`src/rtl/id_fetch_queue_pkg.sv`:
```
// Types shared by the IF->ID queue: the packed fetch bus, the stored entry and decoder-facing fields.
// No logic; the one helper function is purely combinational.
// Backpressure is handled by the users of these types.
package id_fetch_queue_pkg;

    localparam logic [31:0] ID_NOP = 32'h0;

    typedef struct packed {
        logic [31:0] program_count;
        logic [31:0] instruction;
        logic        exception_valid;
        logic [4:0]  exception_code;
        logic        is_address_fault;
        logic        tlb_refill;
        logic        tlb_exception;
        logic [31:0] badvaddr;
    } id_queue_entry_t;

    // 106-bit IF->ID bus: valid qualifier followed by the storable payload.
    typedef struct packed {
        logic            valid;
        id_queue_entry_t pkt;
    } if_to_id_bus_t;

    typedef struct packed {
        logic            valid;
        id_queue_entry_t entry;
    } id_fetch_fields_t;

    // Empty head reads as all zeros; a faulting fetch must never reach the decoder as a real opcode.
    function automatic id_fetch_fields_t to_fetch_fields(input logic valid, input id_queue_entry_t e);
        id_fetch_fields_t f;
        f = '0;
        if (valid) begin
            f.valid = 1'b1;
            f.entry = e;
            if (e.exception_valid) begin
                f.entry.instruction = ID_NOP;
            end
        end
        return f;
    endfunction

endpackage

```
`src/rtl/id_fetch_queue_if.sv`:
```
// IF->ID handshake bundle: fetch bus and flush in, decoder fields and allow-in out.
// Master is the IF/control side, slave is the ID fetch queue.
// Backpressure: id_allow_in toward IF, ex_allow_in from downstream.
interface id_fetch_queue_if #(parameter int DEPTH = 2);
    import id_fetch_queue_pkg::*;

    localparam int OCC_W = $clog2(DEPTH + 1);

    if_to_id_bus_t    if_to_id_bus;
    logic             id_allow_in;
    logic             flush;
    logic             ex_allow_in;
    logic             id_valid;
    logic [31:0]      id_program_count;
    logic [31:0]      id_instruction;
    logic             id_exception_valid;
    logic [4:0]       id_exception_code;
    logic             id_is_address_fault;
    logic             id_tlb_refill;
    logic             id_tlb_exception;
    logic [31:0]      id_badvaddr;
    logic [OCC_W-1:0] id_occupancy;

    modport master (
        output if_to_id_bus, flush, ex_allow_in,
        input  id_allow_in, id_valid, id_program_count, id_instruction,
               id_exception_valid, id_exception_code, id_is_address_fault,
               id_tlb_refill, id_tlb_exception, id_badvaddr, id_occupancy
    );

    modport slave (
        input  if_to_id_bus, flush, ex_allow_in,
        output id_allow_in, id_valid, id_program_count, id_instruction,
               id_exception_valid, id_exception_code, id_is_address_fault,
               id_tlb_refill, id_tlb_exception, id_badvaddr, id_occupancy
    );

endinterface

```
`src/rtl/id_queue_pointer.sv`:
```
// Wrapping ring-buffer pointer with increment enable and synchronous clear.
// Latency: new value visible the cycle after inc/clear.
// Backpressure: none; callers gate inc.
module id_queue_pointer #(
    parameter int WIDTH = 1
) (
    input  logic             clock,
    input  logic             reset_n,
    input  logic             clear,
    input  logic             inc,
    output logic [WIDTH-1:0] ptr
);

    always_ff @(posedge clock or negedge reset_n) begin
        if (!reset_n) begin
            ptr <= '0;
        end else if (clear) begin
            ptr <= '0;
        end else if (inc) begin
            ptr <= ptr + WIDTH'(1);
        end
    end

endmodule

```
`src/rtl/id_fetch_queue.sv`:
```
// DEPTH-entry IF->ID instruction queue presenting the oldest fetch to the decoder.
// Latency: push in cycle N visible in N+1; no IF->ID bypass.
// Backpressure: id_allow_in low when full or flushing; holds entries while ex_allow_in is low.
module id_fetch_queue
    import id_fetch_queue_pkg::*;
#(
    parameter int DEPTH = 2
) (
    input  logic           clock,
    input  logic           reset_n,
    id_fetch_queue_if.slave fq
);

    localparam int PTR_W = $clog2(DEPTH);
    localparam int CNT_W = $clog2(DEPTH + 1);
    localparam logic [CNT_W-1:0] FULL_COUNT = CNT_W'(DEPTH);

    id_queue_entry_t  mem [DEPTH];
    logic [PTR_W-1:0] head;
    logic [PTR_W-1:0] tail;
    logic [CNT_W-1:0] count;
    logic             allow_in;
    logic             has_entry;
    logic             push;
    logic             pop;
    id_fetch_fields_t head_fields;

    // Allow-in looks only at the registered count so IF never sees a path from ex_allow_in.
    assign allow_in  = !fq.flush && (count < FULL_COUNT);
    assign has_entry = (count != '0);
    assign push      = fq.if_to_id_bus.valid && allow_in;
    assign pop       = has_entry && fq.ex_allow_in && !fq.flush;

    id_queue_pointer #(.WIDTH(PTR_W)) u_head_ptr (
        .clock   (clock),
        .reset_n (reset_n),
        .clear   (fq.flush),
        .inc     (pop),
        .ptr     (head)
    );

    id_queue_pointer #(.WIDTH(PTR_W)) u_tail_ptr (
        .clock   (clock),
        .reset_n (reset_n),
        .clear   (fq.flush),
        .inc     (push),
        .ptr     (tail)
    );

    always_ff @(posedge clock or negedge reset_n) begin
        if (!reset_n) begin
            count <= '0;
        end else if (fq.flush) begin
            count <= '0;
        end else if (push && !pop) begin
            count <= count + CNT_W'(1);
        end else if (pop && !push) begin
            count <= count - CNT_W'(1);
        end
    end

    // Payload storage carries no reset; validity lives entirely in count.
    always_ff @(posedge clock) begin
        if (push) begin
            mem[tail] <= fq.if_to_id_bus.pkt;
        end
    end

    assign head_fields = to_fetch_fields(has_entry, mem[head]);

    assign fq.id_allow_in         = allow_in;
    assign fq.id_valid            = head_fields.valid;
    assign fq.id_program_count    = head_fields.entry.program_count;
    assign fq.id_instruction      = head_fields.entry.instruction;
    assign fq.id_exception_valid  = head_fields.entry.exception_valid;
    assign fq.id_exception_code   = head_fields.entry.exception_code;
    assign fq.id_is_address_fault = head_fields.entry.is_address_fault;
    assign fq.id_tlb_refill       = head_fields.entry.tlb_refill;
    assign fq.id_tlb_exception    = head_fields.entry.tlb_exception;
    assign fq.id_badvaddr         = head_fields.entry.badvaddr;
    assign fq.id_occupancy        = count;

endmodule

```
`src/flat_wrapper.sv`:
```
// flat-port wrapper written by rule: the top's interface ports become plain ports
module id_fetch_queue_flat import id_fetch_queue_pkg::*;
#(
    parameter int DEPTH = 2
)
  (clock, reset_n, fq_if_to_id_bus, fq_flush, fq_ex_allow_in, fq_id_allow_in, fq_id_valid, fq_id_program_count, fq_id_instruction, fq_id_exception_valid, fq_id_exception_code, fq_id_is_address_fault, fq_id_tlb_refill, fq_id_tlb_exception, fq_id_badvaddr, fq_id_occupancy);
  id_fetch_queue_if #(.DEPTH(DEPTH)) fq_i ();
  input  logic clock;
  input  logic reset_n;
  input wire logic [$bits(fq_i.if_to_id_bus)-1:0] fq_if_to_id_bus;
  input wire logic [$bits(fq_i.flush)-1:0] fq_flush;
  input wire logic [$bits(fq_i.ex_allow_in)-1:0] fq_ex_allow_in;
  output wire logic [$bits(fq_i.id_allow_in)-1:0] fq_id_allow_in;
  output wire logic [$bits(fq_i.id_valid)-1:0] fq_id_valid;
  output wire logic [$bits(fq_i.id_program_count)-1:0] fq_id_program_count;
  output wire logic [$bits(fq_i.id_instruction)-1:0] fq_id_instruction;
  output wire logic [$bits(fq_i.id_exception_valid)-1:0] fq_id_exception_valid;
  output wire logic [$bits(fq_i.id_exception_code)-1:0] fq_id_exception_code;
  output wire logic [$bits(fq_i.id_is_address_fault)-1:0] fq_id_is_address_fault;
  output wire logic [$bits(fq_i.id_tlb_refill)-1:0] fq_id_tlb_refill;
  output wire logic [$bits(fq_i.id_tlb_exception)-1:0] fq_id_tlb_exception;
  output wire logic [$bits(fq_i.id_badvaddr)-1:0] fq_id_badvaddr;
  output wire logic [$bits(fq_i.id_occupancy)-1:0] fq_id_occupancy;
  assign fq_i.if_to_id_bus = fq_if_to_id_bus;
  assign fq_i.flush = fq_flush;
  assign fq_i.ex_allow_in = fq_ex_allow_in;
  assign fq_id_allow_in = fq_i.id_allow_in;
  assign fq_id_valid = fq_i.id_valid;
  assign fq_id_program_count = fq_i.id_program_count;
  assign fq_id_instruction = fq_i.id_instruction;
  assign fq_id_exception_valid = fq_i.id_exception_valid;
  assign fq_id_exception_code = fq_i.id_exception_code;
  assign fq_id_is_address_fault = fq_i.id_is_address_fault;
  assign fq_id_tlb_refill = fq_i.id_tlb_refill;
  assign fq_id_tlb_exception = fq_i.id_tlb_exception;
  assign fq_id_badvaddr = fq_i.id_badvaddr;
  assign fq_id_occupancy = fq_i.id_occupancy;
  id_fetch_queue #(.DEPTH(DEPTH)) u_core (.clock(clock), .reset_n(reset_n), .fq(fq_i));
endmodule
```
`config.mk`:
```
export PLATFORM = sky130hd
export DESIGN_NAME = id_fetch_queue_flat
export DESIGN_NICKNAME = d
export VERILOG_FILES = /design/src/rtl/id_fetch_queue_pkg.sv /design/src/rtl/id_fetch_queue_if.sv /design/src/rtl/id_queue_pointer.sv /design/src/rtl/id_fetch_queue.sv /design/src/flat_wrapper.sv
export SDC_FILE = /design/constraint.sdc
export NUM_CORES = 1
export LEC_CHECK = 0
export ABC_AREA = 1
export CAP_MARGIN = 20
export CORE_MARGIN = 4
export CORE_UTILIZATION = 25
export DETAILED_ROUTE_END_ITERATION = 10
export DONT_BUFFER_PORTS = 1
export HOLD_SLACK_MARGIN = 0.02
export PLACE_DENSITY = 0.4
export SLEW_MARGIN = 20
export SYNTH_ARGS = -nofsm -noshare
export SYNTH_HDL_FRONTEND = slang
export SYNTH_HIERARCHICAL = 1
export SYNTH_SLANG_ARGS = --single-unit
```
`constraint.sdc`:
```
create_clock -name clock -period 9.55 [get_ports clock]
set_input_delay 1.91 -clock clock [delete_from_list [all_inputs] [get_ports clock]]
set_output_delay 1.91 -clock clock [all_outputs]
set_load 0.05 [all_outputs]
```
* Word-level counts from Yosys, hierarchy flattened
Memory sizes are Yosys's and may differ from the RTL's.
Index checks and enable logic that the tools add are counted.
** Operators by class
- Add/subtract/negate cells :: 4
- Multipliers :: 0
- Div/mod/pow operators :: 0
- $lt $le $gt $ge :: 1
- Equal/unequal tests :: 0
- Shift operators :: 0
- Muxes and demuxes :: 11
- Bitwise operators :: 0
- Reductions and logical operators :: 13
** Operators with widths (count)
- 2-to-1 mux 106 bit :: 1
- 2-to-1 mux 32 bit :: 1
- logical AND 1 bit :: 6
- 2-to-1 mux 1 bit :: 6
- 2-to-1 mux 2 bit :: 3
- nonzero test 2 bit :: 3
- logical NOT 1 bit :: 3
- nonzero test 3 bit :: 1
- adder 1 bit (second input constant) :: 2
- adder 2 x 1 -> 2 bit (second input constant) :: 1
- < comparator 2 bit (second input constant) :: 1
- subtractor 2 x 1 -> 2 bit (second input constant) :: 1
** Storage, ports and cells
- Register bits :: 4
- Latch bits :: 0
- Bits in writable memories :: 210
- Memory bits (read-only) :: 0
- Bits of input ports :: 110
- Logic and storage cells :: 33
- Memories kept :: 1
** Memories
- u_core.mem :: depth 2, width 105, rd ports 1, clocked after Yosys merged registers in 0, write ports 1, line id_fetch_queue.sv:18 : id_queue_entry_t mem [DEPTH];

* Longest topological paths before layout
Gate-level depths: netlist of run 1.
- Depth in word-level cells :: 8
- Depth in mapped cells :: 8
- Depth with buffers taken out :: 8

* Modules after synthesis
Netlist of run 1, hierarchy kept.
** By module, submodules not included
- id_fetch_queue :: instances 1, cells each 590, area each 8141.6 µm², seq. area each 6356.1 µm²
- id_queue_pointer :: instances 2, cells each 6, area each 43.8 µm², seq. area each 25.0 µm²

* Least setup slack after synthesis of run 1
Ideal clock, no wire load.
- Path kind :: input -> register
- Start :: in fq_flush
- End :: mem u_core/mem[0][0] (netlist name), enable pin
- Setup time :: 0.570 ns
- Arrival :: 6.928 ns
- Required time :: 8.980 ns
- Slack :: 2.052 ns
- Stages :: 3
- Buffers on the path :: 0
- Path through :: nor2_2 -> nand2_2 -> nor2_1
** On the way
- Longest elaborated chain between the ends :: 5
** Ends and longest elaborated chain
- from (decl) :: line flat_wrapper.sv:11 : input wire logic [$bits(fq_i.flush)-1:0] fq_flush;
- logical NOT 1 bit :: line id_fetch_queue.sv:29 : assign allow_in = !fq.flush && (count < FULL_COUNT);
- logical AND 1 bit :: line id_fetch_queue.sv:29
- logical AND 1 bit :: line id_fetch_queue.sv:31 : assign push = fq.if_to_id_bus.valid && allow_in;
- 2-to-1 mux 1 bit :: line id_fetch_queue.sv:64 : if (push) begin
- 2-to-1 mux 1 bit (not written as such) :: line id_fetch_queue.sv:65 : mem[tail] <= fq.if_to_id_bus.pkt;
- to (decl) :: line id_fetch_queue.sv:18
No other way between the ends.

* Worst setup path in the final report of run 1
- Start :: reg u_core.u_head_ptr.ptr
- End :: out fq_id_program_count[10]
** On the way
- Longest elaborated chain between the ends :: 2
** Ends and longest elaborated chain
- from (decl) :: line id_queue_pointer.sv:11 : output logic [WIDTH-1:0] ptr
- from (signal assigned) :: line id_queue_pointer.sv:20 : ptr <= ptr + WIDTH'(1);
- memory read (2 x 105 bit)
- 2-to-1 mux 106 bit :: line id_fetch_queue_pkg.sv:34 : if (valid) begin
- to (decl) :: line flat_wrapper.sv:15 : output wire logic [$bits(fq_i.id_program_count)-1:0] fq_id_program_count;
No other way between the ends.

==> results.txt, run 1 <==
Largest net degree at the start of global routing -> 63
Yosys reg bits -> 214
CTS Hold Bufs -> 0
Most common cell after layout, fill and taps aside -> nand2_1
Element type at the critical path start -> flip-flop
Placed insts -> 1022
Setup Crit Path Kind -> flip-flop to primary output
Design area -> 0.00947 sq mm
Area growth, synth to finish -> 15.1%
I/O Pins -> 219
# clock sinks -> 214
R2R Setup Slk -> 6.84 ns
CP arrival -> 3.39 ns
Final GP Congestion -> 0.712
Slew Viols, Final -> 0
Initial Utilization -> 25.3%
Outcome -> finished, final reports clean
Number of setup buffers added after CTS -> 0
RSZ-0062 raised after global routing -> no
Yosys warnings -> 6
Most frequent cells in the layout -> 220 x nand2_1, 210 x edfxtp_1, 69 x a21oi_1, 36 x a21oi_2, 25 x clkbuf_16
Clock Tree Buf Depth -> 3
Vias in the first global route -> 4716
Max Clock Freq -> 189 MHz
CTS clk-pin slew, worst paths -> 0.06 ns
Overflow after GRT -> 0
Slowest stage delay, CP -> 0.85 ns
Clock Skew -> 0.0102 ns
Via Count -> 4497
Critical Path RT -> 7.64 ns
Final routed DRC violation total -> 0
Worst hold endpoint -> u_core/u_tail_ptr/ptr
Post-cts gate resize count -> 0
HP Start -> u_core/u_tail_ptr/ptr
Crit path buf inv count -> 2
Netlist cell types -> 18
Root Driver -> clkbuf_16
Detailed Route Iter0 Violations -> 179
Instance count of the mapped netlist -> 602
Total CTS buffers -> 25
Peak supply drop -> 0.000147 V
Total track usage -> 10.6%
HPWL Detailed -> 12700 microns
Setup TNS -> 0 ns
Minimum clock period -> 5.30 ns
HP Class -> flip-flop to flip-flop
Final hold slack -> 0.605 ns
Avg WL per Cell -> 18.6 microns
Max-cap violations -> 0
Vias per Instance -> 4.23
First-pass GRT wire length -> 29400 microns
Critical R2R Launch -> u_core/fq.id_occupancy[1]
Layout cells sized above 1 -> 15.1%
Die Span X -> 189 microns
First-pass detailed-route iteration total -> 5
Max FO, Critical Path -> 54
Slowest-stage cell, CP -> a21oi_1
Final setup viols -> 0
Final hold vios -> 0
Die area -> 0.0359 sq mm
H-tree levels -> 1
Antenna Cells -> 0
Fin crit share -> 55.5%
Reg2reg path depth -> 4
Detailed Route WL -> 19800 microns
Worst hold stages -> 3
Power per cell area -> 256 mW/mm^2
Setup crit end kind -> primary output
Synth Area per Inst -> 13.7 sq um
Layout Nets -> 717
Placed Area -> 0.00870 sq mm
RR Endpoint -> u_core/mem[0][66]
# rows -> 66
Mapped Nets -> 712
Post-synthesis sequential area ratio -> 77.8%
Layout fillers -> 3333
Netlist Area Pre-Place -> 0.00823 sq mm
Worst-Margin Slew -> 1.18 ns
Crit-path cells -> inv_4 -> buf_4 -> nand2_1 -> a21oi_1
Core area -> 0.0325 sq mm
Fin cells -> 1064
Worst-skew pair later-pin latency -> 0.51 ns
DRT antenna net count -> 0
CP top delay family -> buffers and inverters
Antenna violations before repair -> 0
IO buf count -> 0
Lkg Pwr -> 3.11 nW
Die Height -> 189 microns
CTS tree -> built
Worst slew margin -> 21.8%
==> routing by layer <==
| layer | up-vias | wire, microns | part of all wire, % | global-route usage, % |
|---|---|---|---|---|
| met1 | 2167 | 7340 | 37 | 11.4 |
| li1 | 2119 | - | - | - |
| met5 | - | 0 | 0 | 0 |
| met4 | 0 | 606 | 3.1 | 3.14 |
| met3 | 30 | 2840 | 14 | 6.97 |
| met2 | 181 | 9010 | 46 | 17.0 |
==> registers in the layout, indices dropped and copies added (netlist names) <==
register                cells
u_core/fq.id_occupancy      2
u_core/u_head_ptr/ptr       1
u_core/u_tail_ptr/ptr       1
u_core/mem                210
==> worst register-to-register path: stages, from the launching register on <==
cell and delay [ns]:
dfrtp_1 0.63, nor2_2 0.59, nand2_2 0.24, nor2_4 0.14, buf_4 0.63
==> cell type report <==
cell class	instances	area, sq um	area share [%]
clock inverter	9	97.6	1.03
sequential	214	6410	67.7
timing repair buffer	12	90.1	0.951
tap	442	553	5.84
multi-input combinational	345	1630	17.2
clock buffer	33	656	6.92
inverter	9	36.3	0.383
==> how the worst max path moves through the flow <==
stage,startpoint,to,cells after the start
floorplan,fq_flush,u_core/mem[0][0],3
global placement,u_core/u_head_ptr/ptr,fq_id_program_count[10],4
detailed placement,u_core/u_head_ptr/ptr,fq_id_program_count[26],4
CTS,u_core/u_head_ptr/ptr,fq_id_program_count[26],4
global route,u_core/u_head_ptr/ptr,fq_id_program_count[19],4
finish,u_core/u_head_ptr/ptr,fq_id_program_count[10],4
==> through the flow <==
stage | total power, mW | util (%) | setup slack [ns]
after floorplan | 1.51 | - | 2.05
after global placement | 1.57 | 26.7 | 4.76
after detailed placement | 1.57 | 26.7 | 4.72
after CTS | 2.47 | 29.1 | 4.15
after global routing | 2.54 | 29.1 | 3.98
final | 2.43 | 29.1 | 4.25
==> power breakdown <==
group	total (mW)	switching [mW]	internal [mW]	leakage, nW
registers	1.11	0.0231	1.08	1.97
logic	0.441	0.395	0.0466	0.779
clock network	0.881	0.349	0.532	0.361
==> cell families after synthesis <==
family	synth area share, %
compound gates	7.80
simple gates	11.2
buf+inv	2.86
mux	0.274
flops	77.8
==> cells in the mapped netlist <==
master    instances  area [sq um]
nand2_4           1          11.3
buf_6             5          56.3
inv_1             6          22.5
a21oi_1          74           370
mux2i_4           1          22.5
nand4_1           1          6.26
clkbuf_1          4          15.0
buf_2            23           115
nand2_2           3          18.8
nand3_1           3          15.0
nor2_1            9          33.8
buf_4             2          15.0
a21oi_2          31           272
nor2_2            2          12.5
edfxtp_1        210          6310
nand2_1         220           826
dfrtp_1           4           100
inv_2             3          11.3
(Power assumes the default switching activity.)
==> inputs of run 2 (changes only) <==
clock period = 5.2 ns   (was 9.55 ns; I/O delays follow)
==> run 2 against run 1 <==
Effect of this change:
- total power rose by 83%
- clock-buffer cell count down 3
- clock power up 78%
- hold slack worse by 0.39 ns
- non-clock buffer count increased by 9
- wire length grew 1.1%
- flip-flop and latch count did not move
- final area up 0.99%
- via count rose by 1.3%
- largest cell class unchanged
- combinational power up 93%
- critical path depth stayed put
- largest power group unchanged
- final cell count increased by 0.94%
==> results.txt, run 2 (synthesis results as in run 1) <==
Minimum clock period -> 4.21 ns
Multi-input gate area -> 0.00163 sq mm (+0.23%)
Detailed Route WL -> 20000 microns (+1.1%)
Max FO, Critical Path -> 32 (-41%)
DRT antenna net count -> 0 (unchanged)
Reg with most FFs -> u_core/mem
Design area -> 0.00957 sq mm (+0.99%)
Vias per Instance -> 4.24 (+0.32%)
Slew Viols, Final -> 0 (unchanged)
First-pass GRT wire length -> 29400 microns (about the same)
Avg WL per Cell -> 18.6 microns (+0.18%)
Setup crit end kind -> primary output
Final routed DRC violation total -> 0 (unchanged)
H-tree levels -> 1 (unchanged)
Core area -> 0.0325 sq mm (unchanged)
Post-cts gate resize count -> 0 (unchanged)
Max reg flops -> 210 (unchanged)
Overflow after GRT -> 0 (unchanged)
Outcome -> finished, final reports clean
Final GP Congestion -> 0.730 (+2.5%)
RSZ-0062 raised after global routing -> no
Area growth, synth to finish -> 16.2%
Most common cell after layout, fill and taps aside -> nand2_1
Vias in the first global route -> 4549 (-3.5%)
# rows -> 66 (unchanged)
Power per cell area -> 465 mW/mm^2 (+82%)
Storage cell area -> 0.00641 sq mm (unchanged)
Placed Area -> 0.00878 sq mm (+0.98%)
Layout fillers -> 3283 (-1.5%)
Die Height -> 189 microns (unchanged)
Worst slew margin -> 24.1% (+2.4 points)
Final WS setup -> 0.992 ns (-3.25 ns)
Clock Skew -> 0.00636 ns (-0.00384 ns)
Max Clock Freq -> 238 MHz
Final setup viols -> 0 (unchanged)
CTS tree -> built
Number of setup buffers added after CTS -> 0 (unchanged)
Peak supply drop -> 0.000296 V (+100%)
I/O Pins -> 219 (unchanged)
Total CTS buffers -> 24 (-4.0%)
Worst-skew pair later-pin latency -> 0.51 ns (about the same)
CTS Hold Bufs -> 0 (unchanged)
Antenna violations before repair -> 0 (unchanged)
Power Total -> 4.45 mW (+83%)
Antenna Cells -> 0 (unchanged)
Setup Crit Path Kind -> flip-flop to primary output
Die area -> 0.0359 sq mm (unchanged)
Largest net degree at the start of global routing -> 94 (+49%)
Lkg Pwr -> 3.18 nW (+2.1%)
Pre-CTS setup slack -> 1.45 ns (-3.27 ns)
Fin crit share -> 80.9%
Element type at the critical path start -> flip-flop
HP Class -> primary input to async pin
Most frequent cells in the layout -> 220 x nand2_1, 210 x edfxtp_1, 68 x a21oi_1, 37 x a21oi_2, 25 x clkbuf_16
Worst-Margin Slew -> 1.14 ns (-0.0354 ns)
Layout cells sized above 1 -> 16.3% (+1.2 points)
Max-cap violations -> 0 (unchanged)
Detailed Route Iter0 Violations -> 207 (+16%)
Via Count -> 4554 (+1.3%)
IO buf count -> 0 (unchanged)
Critical Path RT -> 4.16 ns (-3.48 ns)
Final hold slack -> 0.216 ns (-0.389 ns)
Clock Tree Buf Depth -> 3 (unchanged)
R2R Setup Slk -> 2.25 ns (-4.59 ns)
CTS clk-pin slew, worst paths -> 0.06 ns (about the same)
# clock sinks -> 214 (unchanged)
Die Span X -> 189 microns (unchanged)
Final hold vios -> 0 (unchanged)
HPWL Detailed -> 12600 microns (-1.3%)
CP arrival -> 3.17 ns (-0.22 ns)
First-pass detailed-route iteration total -> 4 (-1)
Layout Nets -> 725 (+1.1%)
Root Driver -> clkbuf_16
Initial Utilization -> 25.3% (unchanged)
Total track usage -> 10.6% (+0.063 points)
Placed insts -> 1029 (+0.68%)
Fin cells -> 1074 (+0.94%)
## run 2: cell types whose count changed in the layout (fill, tap and decap cells not counted), sizes merged
cell / change
clkinvlp: -2
clkinv: +7
bufinv: -1
clkbuf: -3
buf: +9
## run 2: worst max-delay path: stages, from the launching register on
cell and delay, ns:
dfrtp_1 0.74, inv_1 0.20, nand2_2 0.33, nand2_4 0.38, a21oi_1 0.97
## run 2: metal layers
| layer | GRT usage, % | part of all wire [%] | vias up |
|---|---|---|---|
| met3 | 6.60 | 14 | 30 |
| li1 | - | - | 2143 |
| met2 | 16.6 | 45 | 189 |
| met5 | 0 | 0 | - |
| met4 | 2.98 | 2.7 | 0 |
| met1 | 12.2 | 39 | 2192 |
## run 2: path summary, 6_finish.rpt
check / startpoint / to / cells past startpoint
max: u_core/fq.id_occupancy[0] / fq_id_instruction[1] / 4
min: reset_n / u_core/fq.id_occupancy[0] / 0
max reg2reg: u_core/fq.id_occupancy[1] / u_core/mem[0][27] / 4
min reg2reg: u_core/u_tail_ptr/ptr / u_core/u_tail_ptr/ptr / 2
max in group asynchronous: reset_n / u_core/u_head_ptr/ptr / 0
min in group clock: fq_if_to_id_bus[69] / u_core/mem[1][69] / 0
## run 2: area by class of cell
class                      instances  share of cell area, %
sequential                       214                   67.0
tap                              442                   5.78
timing repair buffer              21                   2.17
inverter                           9                  0.379
clock buffer                      30                   6.74
clock inverter                    13                  0.850
multi-input combinational        345                   17.1
## run 2: report_power, final
part	leakage (nW)	switching, mW	total [mW]	internal, mW
registers	1.97	0.0435	2.03	1.99
clock network	0.359	0.650	1.57	0.919
logic	0.845	0.737	0.852	0.115
## run 2: through the flow
step	util, %	setup TNS, ns
2_1_floorplan	-	-299.91
3_3_place_gp	27.0	0
3_5_place_dp	27.0	0
4_1_cts	29.2	0
5_1_grt	29.4	0
6_report	29.4	0
==> inputs of run 3 (changes only) <==
clock period = 3.95 ns   (was 5.2 ns; I/O delays follow)
==> run 3 against run 2 <==
Effect of this change:
- wire length shrank 2.0%
- critical path depth unchanged
- global-route usage shrank 0.13 points
- non-clock buffer count is 69 higher
- clock-buffer cell count rose by 2
- total power up 37%
- sequential share of layout area decreased by 3.6 points
- critical path type unchanged
- critical endpoint is now fq_id_instruction[23]
==> results.txt, run 3 (synthesis results as in run 1) <==
Post-cts gate resize count -> 0 (unchanged)
Critical R2R Launch -> u_core/fq.id_occupancy[1]
Antenna violations before repair -> 0 (unchanged)
RR Endpoint -> u_core/mem[0][67]
Power Total -> 6.09 mW (+37%)
Setup crit end kind -> primary output
H-tree levels -> 1 (unchanged)
CP top delay family -> flip-flops
Largest net degree at the start of global routing -> 75 (-20%)
Core area -> 0.0325 sq mm (unchanged)
DRT antenna net count -> 0 (unchanged)
Die area -> 0.0359 sq mm (unchanged)
Clock Skew -> 0.0111 ns (+0.00471 ns)
Area growth, synth to finish -> 22.9%
Die Height -> 189 microns (unchanged)
Design area -> 0.0101 sq mm (+5.7%)
P_int -> 4.24 mW (+40%)
Crit-path cells -> inv_2 -> nand2_2 -> nand2_4 -> a21oi_2
Clock Tree Buf Depth -> 3 (unchanged)
Outcome -> finished, final reports clean
Number of setup buffers added after CTS -> 0 (unchanged)
HP Start -> fq_if_to_id_bus[94]
Max FO, Critical Path -> 32 (unchanged)
Detailed Route Iter0 Violations -> 174 (-16%)
Worst-skew pair later-pin latency -> 0.51 ns (about the same)
Detailed Route WL -> 19600 microns (-2.0%)
Initial Utilization -> 25.3% (unchanged)
Slew Viols, Final -> 0 (unchanged)
Final hold vios -> 0 (unchanged)
RSZ-0062 raised after global routing -> no
Worst-Margin Slew -> 0.759 ns (-0.382 ns)
Overflow after GRT -> 0 (unchanged)
I/O Pins -> 219 (unchanged)
Max reg flops -> 210 (unchanged)
Reg2reg path depth -> 4 (unchanged)
Via Count -> 4752 (+4.3%)
Fin crit share -> 89.8%
Die Span X -> 189 microns (unchanged)
Layout Nets -> 794 (+9.5%)
Reg with most FFs -> u_core/mem
Critical Path RT -> 3.16 ns (-1.00 ns)
# rows -> 66 (unchanged)
Total CTS buffers -> 24 (unchanged)
Slowest stage delay, CP -> 0.76 ns (-0.21 ns)
Final setup viols -> 0 (unchanged)
Max Clock Freq -> 282 MHz
Vias in the first global route -> 4960 (+9.0%)
Vias per Instance -> 4.15 (-2.0%)
Slowest-stage cell, CP -> dfrtp_1
HP Class -> primary input to flip-flop
IO buf count -> 0 (unchanged)
First-pass detailed-route iteration total -> 4 (unchanged)
Sw Pwr -> 1.85 mW (+29%)
Final GP Congestion -> 0.704 (-3.6%)
Sw Share -> 30.4% (-1.7 points)
Avg WL per Cell -> 17.2 microns (-8.0%)
First-pass GRT wire length -> 29800 microns (+1.3%)
Most common cell after layout, fill and taps aside -> nand2_1
Most frequent cells in the layout -> 220 x nand2_1, 210 x edfxtp_1, 85 x buf_4, 74 x a21oi_1, 31 x a21oi_2
# clock sinks -> 214 (unchanged)
Final routed DRC violation total -> 0 (unchanged)
Worst hold endpoint -> u_core/mem[1][94]
Worst hold stages -> 0
Peak supply drop -> 0.000366 V (+23%)
Worst slew margin -> 49.4% (+25 points)
Crit path buf inv count -> 1 (unchanged)
Minimum clock period -> 3.55 ns
Layout cells sized above 1 -> 23.2% (+6.9 points)
Clk pwr share -> 35.5% (+0.3 points)
CTS tree -> built
Lkg Pwr -> 3.56 nW (+12%)
Comb power frac -> 20.8% (+1.7 points)
HPWL Detailed -> 12700 microns (+0.75%)
CTS clk-pin slew, worst paths -> 0.06 ns (about the same)
Power per cell area -> 602 mW/mm^2 (+29%)
CP arrival -> 2.76 ns (-0.41 ns)
Placed Area -> 0.00933 sq mm (+6.2%)
Root Driver -> clkbuf_16
Antenna Cells -> 0 (unchanged)
Setup Crit Path Kind -> flip-flop to primary output
Element type at the critical path start -> flip-flop
CTS Hold Bufs -> 1 (+1)
Total track usage -> 10.5% (-0.13 points)
R2R Setup Slk -> 1.25 ns (-1.00 ns)
Max-cap violations -> 0 (unchanged)
Reg power frac -> 43.7% (-1.9 points)
[run 3: area by class of cell]
| type | count | area (sq um) |
|---|---|---|
| clock buffers | 32 | 652 |
| fillers | 3279 | 22400 |
| repair buffers | 90 | 728 |
| inverters | 9 | 35.0 |
| well taps | 442 | 553 |
| clock inverters | 12 | 125 |
| flip-flops and latches | 214 | 6410 |
| multi-input cells | 345 | 1610 |
[run 3: per-stage QoR]
stage          util [%]  instances  hold slack, ns  TNS [ns]  worst slack (ns)
6_report           31.1       1144           0.369         0             0.402
5_1_grt            31.1       1144           0.341         0             0.252
4_1_cts            31.1       1144           0.338         0             0.341
3_5_place_dp       28.7       1099           0.495         0             0.905
3_3_place_gp       28.7       1099           0.495         0             0.992
2_1_floorplan         -        602           0.494   -141.50            -0.674
[run 3: how the worst max path moves through the flow]
| stage | to | cells past startpoint | start |
|---|---|---|---|
| 2_1_floorplan | u_core/mem[0][0] | 3 | fq_flush |
| 3_3_place_gp | fq_id_instruction[26] | 4 | u_core/fq.id_occupancy[1] |
| 3_5_place_dp | fq_id_instruction[23] | 4 | u_core/fq.id_occupancy[1] |
| 4_1_cts | fq_id_instruction[23] | 4 | u_core/fq.id_occupancy[1] |
| 5_1_grt | fq_id_instruction[20] | 4 | u_core/fq.id_occupancy[1] |
| 6_report | fq_id_instruction[23] | 4 | u_core/fq.id_occupancy[1] |
[run 3: power groups by stage]
| stage | registers [mW] | clock network, mW | logic (mW) |
|---|---|---|---|
| 6_report | 2.66 | 2.16 | 1.27 |
| 5_1_grt | 2.67 | 2.35 | 1.35 |
| 4_1_cts | 2.66 | 2.26 | 1.29 |
| 3_5_place_dp | 2.71 | 0 | 1.29 |
| 3_3_place_gp | 2.71 | 0 | 1.28 |
| 2_1_floorplan | 2.71 | 0 | 0.944 |
[run 3: worst reg2reg max path: cells and delay by family (launching register included)]
family        cells  cell delay, ns
simple gates      3            1.03
buf+inv           1            0.59
flops             1            0.63
[run 3: routing by layer]
layer | share of wire [%] | vias to the layer above | global-route usage, %
met5 | 0 | - | 0
met4 | 2.6 | 0 | 2.92
met3 | 13 | 29 | 6.12
met2 | 46 | 173 | 17.1
met1 | 38 | 2260 | 11.7
li1 | - | 2290 | -
==> RTL edit 1: new RTL, config.mk and constraints of run 3 <==
`DEPTH` is set to 2 in 3 places; all go to 4.
--- a/src/rtl/id_fetch_queue_if.sv
+++ b/src/rtl/id_fetch_queue_if.sv
@@ -1,7 +1,7 @@
 // IF->ID handshake bundle: fetch bus and flush in, decoder fields and allow-in out.
 // Master is the IF/control side, slave is the ID fetch queue.
 // Backpressure: id_allow_in toward IF, ex_allow_in from downstream.
-interface id_fetch_queue_if #(parameter int DEPTH = 2);
+interface id_fetch_queue_if #(parameter int DEPTH = 4);
     import id_fetch_queue_pkg::*;
 
     localparam int OCC_W = $clog2(DEPTH + 1);
--- a/src/rtl/id_fetch_queue.sv
+++ b/src/rtl/id_fetch_queue.sv
@@ -4,7 +4,7 @@
 module id_fetch_queue
     import id_fetch_queue_pkg::*;
 #(
-    parameter int DEPTH = 2
+    parameter int DEPTH = 4
 ) (
     input  logic           clock,
     input  logic           reset_n,
--- a/src/flat_wrapper.sv
+++ b/src/flat_wrapper.sv
@@ -1,7 +1,7 @@
 // flat-port wrapper written by rule: the top's interface ports become plain ports
 module id_fetch_queue_flat import id_fetch_queue_pkg::*;
 #(
-    parameter int DEPTH = 2
+    parameter int DEPTH = 4
 )
   (clock, reset_n, fq_if_to_id_bus, fq_flush, fq_ex_allow_in, fq_id_allow_in, fq_id_valid, fq_id_program_count, fq_id_instruction, fq_id_exception_valid, fq_id_exception_code, fq_id_is_address_fault, fq_id_tlb_refill, fq_id_tlb_exception, fq_id_badvaddr, fq_id_occupancy);
   id_fetch_queue_if #(.DEPTH(DEPTH)) fq_i ();
Interface: changed (resized fq_id_occupancy); port bits go from 219 to 220. No check against the original RTL was run, so the function may have changed too.
==> RTL edit 1 against run 3 <==
- setup slack got worse by 37 ps
- final area up 99%
- clock skew barely moved
- highest routed layer unchanged
- critical path type unchanged
- clock power rose by 110%
- routed wire length increased by 130%
- total power up 140%
- sequential cell count increased by 213
- area after synthesis is 100% higher
==> RTL edit 1: results (changes against run 3) <==
{
  "run_status": "finished clean",
  "clockNetworkAreaShare": {"value": 0.0789, "change": "+0.00211"},
  "max_freq": {"value": 0.279, "unit": "GHz", "change": "-1.0%"},
  "static-leakage-power": {"value": 6.94, "unit": "nW", "change": "+95%"},
  "wl": {"value": 45.1, "unit": "mm", "change": "+130%"},
  "grt_use_total": {"value": 0.125, "change": "+0.0197"},
  "area_delta_synth_final_pct": 20.8,
  "setup.reg_to_reg.worst_slack": {"value": 1420, "unit": "ps", "change": "+170 ps"},
  "synth_sequential_area_ratio": {"value": 0.768, "change": "-0.0108"},
  "async_set_or_reset_register_ratio_after_synthesis": {"value": 0.0164, "change": "-0.00230"},
  "cts_max_level": {"value": 2, "change": "+1"},
  "insertion_delay": {"value": 580, "unit": "ps", "change": "+70 ps"},
  "maximum_number_of_pins_on_one_net_before_global_route_repair": {"value": 121, "change": "+61%"},
  "arrival": {"value": 2790, "unit": "ps", "change": "+30 ps"},
  "min_period_over_period": {"value": 0.908, "change": "+0.00926"},
  "cpPeakStageDelay": {"value": 620, "unit": "ps", "change": "-140 ps"},
  "timing.max_slew.rel_slack": {"value": 0.523, "change": "+0.0287"},
  "hpwl": {"value": 24.6, "unit": "mm", "change": "+95%"},
  "wire_length_of_the_first_global_routing_pass": {"value": 67.5, "unit": "mm", "change": "+130%"},
  "synth_top_cells_by_count": "sky130_fd_sc_hd__edfxtp_1, sky130_fd_sc_hd__nor2_1, sky130_fd_sc_hd__o21ai_0, sky130_fd_sc_hd__a21oi_1, sky130_fd_sc_hd__o21ai_1",
  "buf_share": {"value": 0.0567, "change": "-0.0153"},
  "regToRegEndpoint": "u_core/mem[2][36]",
  "num-fill-cells": {"value": 6642, "change": "+100%"},
  "critical_path.reg2reg.startpoint": "u_core/fq.id_occupancy[2]",
  "num-nonclk-inverters": {"value": 49, "change": "+40"},
  "nClkBuffers": {"value": 58, "change": "+81%"},
  "worst_setup_path_endpoint": "fq_id_badvaddr[22]",
  "ys_top_cells_by_area": "sky130_fd_sc_hd__edfxtp_1, sky130_fd_sc_hd__nor2_1, sky130_fd_sc_hd__o21ai_0",
  "number_of_multi_input_logic_gates": {"value": 747, "change": "+120%"},
  "clock-skew-final": {"value": 10.9, "unit": "ps", "change": "-0.162 ps"},
  "nNetsFinal": {"value": 1516, "change": "+91%"},
  "largest_reg_flops": {"value": 420, "change": "+100%"},
  "synthDistinctLibCells": {"value": 20, "change": "+2"},
  "synth-edff-count": {"value": 420, "change": "+100%"},
  "p_switching": {"value": 0.00549, "unit": "W", "change": "+200%"},
  "numCtsBuffers": {"value": 50, "change": "+110%"}
}
[RTL edit 1: per-layer routing]
metal / wire length (um) / track usage / up-vias
li1: - / - / 4832
met1: 19100 / 0.152 / 5064
met2: 22600 / 0.218 / 190
met3: 2450 / 0.0338 / 64
met4: 948 / 0.0327 / 0
met5: 0 / 0 / -
[RTL edit 1: worst min path at each step]
stage	start	to	cells past startpoint
6_report	fq_if_to_id_bus[55]	u_core/mem[0][55]	0
5_1_grt	fq_if_to_id_bus[97]	u_core/mem[1][97]	0
4_1_cts	fq_if_to_id_bus[101]	u_core/mem[0][101]	0
3_5_place_dp	reset_n	u_core/fq.id_occupancy[0]	0
3_3_place_gp	reset_n	u_core/fq.id_occupancy[0]	0
2_1_floorplan	reset_n	u_core/fq.id_occupancy[0]	0
[RTL edit 1: through the flow]
step | TNS, ps | power (W) | util | instances
6_report | 0 | 0.0145 | 0.306 | 2308
5_1_grt | 0 | 0.0152 | 0.306 | 2308
4_1_cts | 0 | 0.0148 | 0.306 | 2308
3_5_place_dp | 0 | 0.0102 | 0.281 | 2216
3_3_place_gp | 0 | 0.0102 | 0.281 | 2216
2_1_floorplan | -106910 | 0.00859 | - | 1302
[RTL edit 1: power groups by stage]
stage               sequential [W]  combinational, W  clock [W]
floorplan                  0.00539           0.00320          0
global placement           0.00541           0.00477          0
detailed placement         0.00541           0.00476          0
CTS                        0.00532           0.00478    0.00467
global route               0.00533           0.00499    0.00488
finish                     0.00531           0.00467    0.00448
[RTL edit 1: logic make-up after synthesis]
kind of cell / Yosys count / synth area share
AOI/OAI and AO/OA: 317 / 0.0979
adders and majority gates: 1 / 0.00120
buffers and inverters: 128 / 0.0359
DFF: 427 / 0.768
and+or+nand+nor: 429 / 0.0973
==> RTL edit 2: new RTL, flow settings as in run 3 <==
Without the edit above. Put a register stage on the output `fq.id_is_address_fault`. The value now appears one clock later.
--- a/src/rtl/id_fetch_queue.sv
+++ b/src/rtl/id_fetch_queue.sv
@@ -74,7 +74,9 @@
     assign fq.id_instruction      = head_fields.entry.instruction;
     assign fq.id_exception_valid  = head_fields.entry.exception_valid;
     assign fq.id_exception_code   = head_fields.entry.exception_code;
-    assign fq.id_is_address_fault = head_fields.entry.is_address_fault;
+    always_ff @(posedge clock) begin
+        fq.id_is_address_fault <= head_fields.entry.is_address_fault;
+    end
     assign fq.id_tlb_refill       = head_fields.entry.tlb_refill;
     assign fq.id_tlb_exception    = head_fields.entry.tlb_exception;
     assign fq.id_badvaddr         = head_fields.entry.badvaddr;
Behaviour: not the same (a bounded check fails within 4 cycles, from zero or initial values and one cycle with reset_n low).
==> RTL edit 2 against run 3 <==
- sequential cell count up 1
- area after synthesis is 0.17% higher
- largest cell class unchanged
- cell count rose by 2.4%
- via count up 2.0%
- routed wire length increased by 2.9%
- setup slack better by 160 ps
- total power shrank 1.2%
- final area increased by 1.7%
==> RTL edit 2: results (changes against run 3) <==
{
  "first_iter_violations": {"value": 129, "change": "-26%"},
  "synth_sequential_area_ratio": {"value": 0.780, "change": "+0.00113"},
  "run_status": "finished clean",
  "clock-skew-final": {"value": 19.5, "unit": "ps", "change": "+8.46 ps"},
  "post_drt_via_cell_ratio": {"value": 4.14, "change": "-0.44%"},
  "arrival": {"value": 2600, "unit": "ps", "change": "-160 ps"},
  "syn_nets": {"value": 713, "change": "+0.14%"},
  "hold_crit_start": "fq_if_to_id_bus[101]",
  "number_of_global_route_vias_before_repair": {"value": 4973, "change": "+0.26%"},
  "max-vdd-ir-drop": {"value": 0.339, "unit": "mV", "change": "-7.5%"},
  "wl": {"value": 20.2, "unit": "mm", "change": "+2.9%"},
  "crit_path_top_delay_cell": "sky130_fd_sc_hd__dfrtp_1",
  "hold_buffers": {"value": 1, "change": "unchanged"},
  "timing.max_slew.rel_slack": {"value": 0.367, "change": "-0.127"},
  "gp_routability_congestion": {"value": 0.731, "change": "+3.9%"},
  "wire_length_of_the_first_global_routing_pass": {"value": 30.0, "unit": "mm", "change": "+0.46%"},
  "cpPeakStageDelay": {"value": 740, "unit": "ps", "change": "-20 ps"},
  "maximum_number_of_pins_on_one_net_before_global_route_repair": {"value": 74, "change": "-1.3%"},
  "nNetsFinal": {"value": 822, "change": "+3.5%"},
  "ys_top_cells_by_area": "sky130_fd_sc_hd__edfxtp_1, sky130_fd_sc_hd__nand2_1, sky130_fd_sc_hd__a21oi_1",
  "grt_use_total": {"value": 0.107, "change": "+0.00180"},
  "final.hold.worst_slack": {"value": 356, "unit": "ps", "change": "-13.0 ps"},
  "num-fill-cells": {"value": 3317, "change": "+1.2%"},
  "final_layout_size_suffix_gt1_frac": {"value": 0.260, "change": "+0.0281"},
  "numCtsBuffers": {"value": 25, "change": "+4.2%"},
  "regToRegEndpoint": "u_core/mem[0][21]",
  "hpwl": {"value": 13.1, "unit": "mm", "change": "+3.1%"},
  "async_set_or_reset_register_ratio_after_synthesis": {"value": 0.0186, "change": "-0.0000869"},
  "cts_max_path_buffers": {"value": 3, "change": "unchanged"},
  "setup.reg_to_reg.worst_slack": {"value": 1390, "unit": "ps", "change": "+140 ps"},
  "synth_top_cells_by_count": "sky130_fd_sc_hd__nand2_1, sky130_fd_sc_hd__edfxtp_1, sky130_fd_sc_hd__a21oi_1, sky130_fd_sc_hd__a21oi_2, sky130_fd_sc_hd__buf_2",
  "min_delay_worst_endpoint": "u_core/mem[1][101]",
  "numPortBuffers": {"value": 0, "change": "unchanged"},
  "static-leakage-power": {"value": 3.67, "unit": "nW", "change": "+3.3%"}
}
## RTL edit 2: cell count changes after synthesis, sizes merged
cell / before / now
buf: 30 / 26
clkbuf: 4 / 8
dfxtp: 0 / 1
## RTL edit 2: kinds of logic (layout without fill, tap and decap cells)
kind of cell	after synthesis	after routing	synth area share
muxes	1	1	0.00273
DFF	215	215	0.780
and+or+nand+nor	239	239	0.111
buffers and inverters	43	170	0.0284
AOI/OAI and AO/OA	105	105	0.0779
## RTL edit 2: worst max path at each step
stage	start	endpoint	slack [ps]	depth (start not counted)
global placement	u_core/fq.id_occupancy[0]	fq_id_instruction[0]	1190	6
global route	u_core/fq.id_occupancy[0]	fq_id_instruction[0]	440	6
detailed placement	u_core/fq.id_occupancy[0]	fq_id_instruction[0]	1120	6
CTS	u_core/fq.id_occupancy[0]	fq_id_instruction[0]	540	6
finish	u_core/fq.id_occupancy[0]	fq_id_instruction[0]	560	6
floorplan	fq_flush	u_core/mem[0][0]	-670	3
## RTL edit 2: power by group
part / internal [W] / switching [W]
sequential: 0.00263 / 0.0000495
combinational: 0.000315 / 0.000996
clock: 0.00116 / 0.000863
total: 0.00411 / 0.00191
## RTL edit 2: layout make-up
class	count	area share
clock buffer	34	0.0641
clock inverter	11	0.00559
inverter	9	0.00341
multi-input combinational	345	0.156
sequential	215	0.625
tap	442	0.0538
timing repair buffer	116	0.0922
## RTL edit 2: metrics by stage
step	area (um^2)	setup WS, ps	std cells	TNS [ps]	util
2_1_floorplan	8250	-674	603	-141500	-
3_3_place_gp	9560	1190	1126	0	0.294
3_5_place_dp	9560	1120	1126	0	0.294
4_1_cts	10300	545	1172	0	0.316
5_1_grt	10300	440	1172	0	0.316
6_report	10300	561	1172	0	0.316
## RTL edit 2: layer usage
layer / share of wire / vias to the layer above / global-route usage / routed length (um)
li1: - / 2338 / - / -
met1: 0.38 / 2295 / 0.119 / 7710
met2: 0.46 / 184 / 0.177 / 9380
met3: 0.12 / 30 / 0.0585 / 2490
met4: 0.031 / 0 / 0.0306 / 624
met5: 0 / - / 0 / 0
